$ cat config.mk
export PLATFORM = sky130hd
export DESIGN_NAME = pc_sequencer
export DESIGN_NICKNAME = d
export VERILOG_FILES = /design/src/rtl/pc_sequencer_pkg.sv /design/src/rtl/pc_ras_stack.sv /design/src/rtl/pc_sequencer.sv
export SDC_FILE = /design/constraint.sdc
export NUM_CORES = 1
export LEC_CHECK = 0
export ABC_AREA = 1
export BUFFER_PORTS_ARGS = -buffer_cell sky130_fd_sc_hd__buf_2
export CAP_MARGIN = 20
export CORE_UTILIZATION = 40
export CTS_CLUSTER_DIAMETER = 80
export DETAILED_ROUTE_END_ITERATION = 6
export GPL_ROUTABILITY_DRIVEN = 0
export PLACE_DENSITY = 0.66
export SLEW_MARGIN = 30
export SYNTH_ARGS = -nofsm -noshare
export SYNTH_HDL_FRONTEND = slang
export SYNTH_SLANG_ARGS = --single-unit
$ cat constraint.sdc
create_clock -name CLK -period 7.2 [get_ports CLK]
set_input_delay 2.16 -clock CLK [delete_from_list [all_inputs] [get_ports CLK]]
set_output_delay 2.16 -clock CLK [all_outputs]
set_load 0.02 [all_outputs]
$ cat src/rtl/pc_sequencer_pkg.sv
// Shared definitions for the program-counter sequencer: next-PC operation
// encodings and the width of the operation select field.
package pc_sequencer_pkg;

    localparam int PC_SEL_W = 3;

    // Next-PC operations; encodings 5..7 are illegal and fall back to SEQ
    typedef enum logic [PC_SEL_W-1:0] {
        PCS_SEQ    = 3'd0,
        PCS_BRANCH = 3'd1,
        PCS_JUMP   = 3'd2,
        PCS_CALL   = 3'd3,
        PCS_RET    = 3'd4
    } pc_sel_e;

endpackage

$ cat src/rtl/pc_ras_stack.sv
// Return-address stack: DEPTH x WIDTH LIFO. Reset clears only the entry
// count; stored addresses are left as they are since they are unreachable
// until rewritten by a push.
module pc_ras_stack #(
    parameter int WIDTH = 8,
    parameter int DEPTH = 4
) (
    input  logic             CLK,
    input  logic             RESET,
    input  logic             PUSH,
    input  logic             POP,
    input  logic [WIDTH-1:0] PUSH_DATA,
    output logic [WIDTH-1:0] TOP,
    output logic             EMPTY,
    output logic             FULL
);

    localparam int AW = $clog2(DEPTH);
    localparam int CW = AW + 1;

    logic [CW-1:0]    count;
    logic [WIDTH-1:0] mem [DEPTH];
    logic [AW-1:0]    wr_ptr;
    logic [AW-1:0]    top_ptr;

    assign wr_ptr  = count[AW-1:0];
    assign top_ptr = wr_ptr - AW'(1);
    assign TOP     = mem[top_ptr];
    assign EMPTY   = (count == '0);
    assign FULL    = (count == CW'(DEPTH));

    // Entry count: pushes into a full stack and pops from an empty one are ignored
    always_ff @(posedge CLK or negedge RESET) begin
        if (!RESET) begin
            count <= '0;
        end else if (PUSH && !FULL) begin
            count <= count + CW'(1);
        end else if (POP && !EMPTY) begin
            count <= count - CW'(1);
        end
    end

    // Storage write at the slot just above the current top
    always_ff @(posedge CLK) begin
        if (PUSH && !FULL) begin
            mem[wr_ptr] <= PUSH_DATA;
        end
    end

endmodule

$ cat src/rtl/pc_sequencer.sv
// Program counter with stall, relative branch, absolute jump and
// call/return through an internal return-address stack. Errors (stack
// overflow, underflow, illegal op) are collected in a sticky flag.
module pc_sequencer
    import pc_sequencer_pkg::*;
#(
    parameter int WIDTH     = 8,
    parameter int STEP      = 1,
    parameter int RESET_VEC = 0,
    parameter int DEPTH     = 4
) (
    input  logic                CLK,
    input  logic                RESET,
    input  logic                STALL,
    input  logic [PC_SEL_W-1:0] PC_SEL,
    input  logic [WIDTH-1:0]    OFFSET,
    input  logic [WIDTH-1:0]    TARGET,
    output logic [WIDTH-1:0]    PC_OUT,
    output logic [WIDTH-1:0]    PC_NEXT,
    output logic                STACK_EMPTY,
    output logic                STACK_FULL,
    output logic                ERR
);

    localparam logic [WIDTH-1:0] STEP_V  = WIDTH'(STEP);
    localparam logic [WIDTH-1:0] RESET_V = WIDTH'(RESET_VEC);

    logic [WIDTH-1:0] seq_pc;
    logic [WIDTH-1:0] ras_top;
    logic             ras_push;
    logic             ras_pop;
    logic             err_set;

    assign seq_pc = PC_OUT + STEP_V;

    pc_ras_stack #(
        .WIDTH (WIDTH),
        .DEPTH (DEPTH)
    ) u_ras (
        .CLK       (CLK),
        .RESET     (RESET),
        .PUSH      (ras_push),
        .POP       (ras_pop),
        .PUSH_DATA (seq_pc),
        .TOP       (ras_top),
        .EMPTY     (STACK_EMPTY),
        .FULL      (STACK_FULL)
    );

    // Next-PC selection plus the stack requests and error events it implies
    always_comb begin
        PC_NEXT  = seq_pc;
        ras_push = 1'b0;
        ras_pop  = 1'b0;
        err_set  = 1'b0;
        if (STALL) begin
            PC_NEXT = PC_OUT;
        end else begin
            case (PC_SEL)
                PCS_SEQ:    PC_NEXT = seq_pc;
                PCS_BRANCH: PC_NEXT = PC_OUT + OFFSET;
                PCS_JUMP:   PC_NEXT = TARGET;
                PCS_CALL: begin
                    PC_NEXT = TARGET;
                    if (STACK_FULL) begin
                        err_set = 1'b1;
                    end else begin
                        ras_push = 1'b1;
                    end
                end
                PCS_RET: begin
                    if (STACK_EMPTY) begin
                        err_set = 1'b1;
                    end else begin
                        PC_NEXT = ras_top;
                        ras_pop = 1'b1;
                    end
                end
                default: begin
                    PC_NEXT = seq_pc;
                    err_set = 1'b1;
                end
            endcase
        end
    end

    // PC register
    always_ff @(posedge CLK or negedge RESET) begin
        if (!RESET) begin
            PC_OUT <= RESET_V;
        end else begin
            PC_OUT <= PC_NEXT;
        end
    end

    // Sticky error flag, cleared only by reset
    always_ff @(posedge CLK or negedge RESET) begin
        if (!RESET) begin
            ERR <= 1'b0;
        end else if (err_set) begin
            ERR <= 1'b1;
        end
    end

endmodule

==> impl_metrics.ini <==
[synthesis]
netlist.area_leader.share_pct = 36.3
synth_common_cells = nand2_1 (94), nor2_1 (36), inv_1 (35)
netlist_top_cells_area = edfxtp_1 (36%), nand2_1 (13%), dfrtp_1 (11%), nand3_1 (5.9%), ha_1 (5.7%)
synth.distinct_cells = 33
synth_edf_count = 32
synth.avg_cell_area_um2 = 8.22
synth-async-reset-ratio_pct = 27.3
synth.most_common_cell = nand2_1
syn_nets = 358
synth_cells = 322
ys_ff_latch = 44
synth_flop_cell = edfxtp_1
yosysTopAreaCell = edfxtp_1
synth-warning-count = 0
syn_area_um2 = 2650
yosysSeqAreaShare_pct = 47.6

[min_path]
hp-start = ERR
hold_path.class = reg2reg
hold_path_end = ERR
hold_depth = 1

[sta]
rsz0062_at_grt = no
tightest_slew_ns = 0.797
timing.fmax_ghz = 0.170
setup_viol = 0
skew_ns = 0.00902
slew_violations = 0
hold_violations = 0
final.setup.tns_ns = 0
slew_headroom_pct = 46.7
finalCritPeriodShare_pct = 81.8
min_period_ns = 5.89

[routing]
drt_first_pass_iters = 4
vias = 2217
wl_met1_um = 2690
routed-wl-met2_um = 2760
viasPerCell = 5.03
drt-total-wl_um = 5860
wire_per_inst_um = 13.3
routed.top_layer = met4
drt_iter0_markers = 135
met3_length_um = 282
drc = 0
ant_nets = 0

[clock_tree]
clkSlewWorstSetupHoldPaths_ns = 0.07
post_cts_buffers = 0
cts_root_buf = clkbuf_8
cts_resized = 0
cts_tree = done
cts_htree_levels = 2
cts.sinks = 44
clockBufferDepth = 2
cts_made_buffers = 5
clk_latency_ns = 0.30
cts_hold_buffers = 0

[grt]
gr-total-overflow = 0
grt_pass1_wl_um = 9690
grt_pass1_vias = 2019
antenna_found_initial = 0
grt_usage_pct = 18.0
grt_start_max_net_pins = 22

[final_layout]
layout-drive-gt1-share_pct = 18.4
multi_input_area_um2 = 1180
final_nets = 399
fin_cells = 441
diodes = 0
ff_latch_area_um2 = 1260
finish.utilization_pct = 46.8
fillers = 626
syn_to_final_growth_pct = 12.9

[critical_path]
r2r_start = u_ras.count[0]
cp_max_fo = 4
crit_start = OFFSET[0]
worstSetupStartpointType = primary input
end_kind = primary output
path_class = in2out
cp.arrival_ns = 3.73
r2r_cells = 7
required_ns = 5.04
r2r_end = u_ras.mem[0][3]
rrSetupSlack_ns = 4.33

[floorplanning]
core_um2 = 6390
die_x_um = 83.4
initial_core_util_pct = 41.5
die_area_um2 = 6950
boundaryPins = 41
fp-row-count = 29
die_h_um = 83.4

[placed_design]
dp.cells = 433
dp_hpwl_um = 4340
portBuffers = 40

[power]
p_leak_uw = 0.00141
peakVddDrop_mv = 0.170
p_per_area_nw_per_um2 = 328

[outcome]
status = complete, no violations

[job]
maxCapViolCount = 0
-- registers in the layout, summed over array words and instances (netlist names) --
| name | cells |
|---|---|
| ERR | 1 |
| PC_OUT | 8 |
| u_ras.count | 3 |
| u_ras.mem | 32 |
-- metal layers --
layer  up-vias  GRT usage, %
met4         0          8.46
met3         9          3.68
met5         -             0
met1      1017          23.4
li1       1128             -
met2        63          28.8
-- area by class of cell --
class	count	share of cell area (%)
repair buffers	40	6.70
well taps	77	3.22
multi-input cells	227	39.4
clock buffers	5	2.30
clock inverters	3	0.460
inverters	45	5.73
flip-flops and latches	44	42.2
-- layout by cell type, fill, tap and decap left out, drive strengths merged --
| master | netlist | layout |
|---|---|---|
| nand3b | 1 | 1 |
| edfxtp | 32 | 32 |
| o22ai | 2 | 2 |
| inv | 45 | 45 |
| and2 | 1 | 1 |
| a21oi | 11 | 11 |
| nor2 | 39 | 39 |
| dfrtp | 12 | 12 |
| a22oi | 2 | 2 |
| o21ai | 13 | 13 |
| nand2 | 97 | 97 |
| clkinv | 0 | 3 |
| a31oi | 2 | 2 |
| nand4 | 2 | 2 |
| clkbuf | 0 | 5 |
| nor3 | 1 | 1 |
| a21o | 1 | 1 |
| xnor2 | 1 | 1 |
| fa | 2 | 2 |
| buf | 6 | 40 |
| or2 | 2 | 2 |
| o21bai | 2 | 2 |
| nand3 | 32 | 32 |
| xor2 | 4 | 4 |
| ha | 12 | 12 |
-- report_power, final --
group | switching, uW | internal [uW]
Combinational | 299 | 154
Sequential | 52.3 | 323
Clock | 84.3 | 66.0
-- cell families after synthesis --
group	share of synthesized area, %
flip-flops	47.6
AO/OA/AOI/OAI	7.32
AND/OR/NAND/NOR	28.3
buffers and inverters	7.89
adder cells (fa/ha/maj)	7.18
XOR/XNOR	1.65
-- worst max-delay path by stage --
stage	to	slack, ns	cells after the start
floorplan	PC_NEXT[4]	1.58	7
global placement	PC_NEXT[2]	1.35	9
detailed placement	PC_NEXT[2]	1.33	9
CTS	PC_NEXT[2]	1.32	9
global route	PC_NEXT[2]	1.19	9
finish	PC_NEXT[2]	1.31	9
-- critical path: stages --
cell	delay (ns)
buf_2	0.10
ha_1	0.24
fa_1	0.43
or2_2	0.29
a31oi_1	0.17
nand3_1	0.09
nand2_1	0.06
inv_1	0.05
buf_2	0.15
-- through the flow --
step	power (uW)	worst slack (ns)	cell area, um2	hold slack [ns]
2_1_floorplan	718	1.58	2650	0.525
3_3_place_gp	826	1.35	2910	0.436
4_1_cts	987	1.32	2990	0.468
6_report	979	1.31	2990	0.460
3_5_place_dp	836	1.33	2910	0.449
5_1_grt	1060	1.19	2990	0.505
No activity file was read; power rests on OpenSTA's default activity.
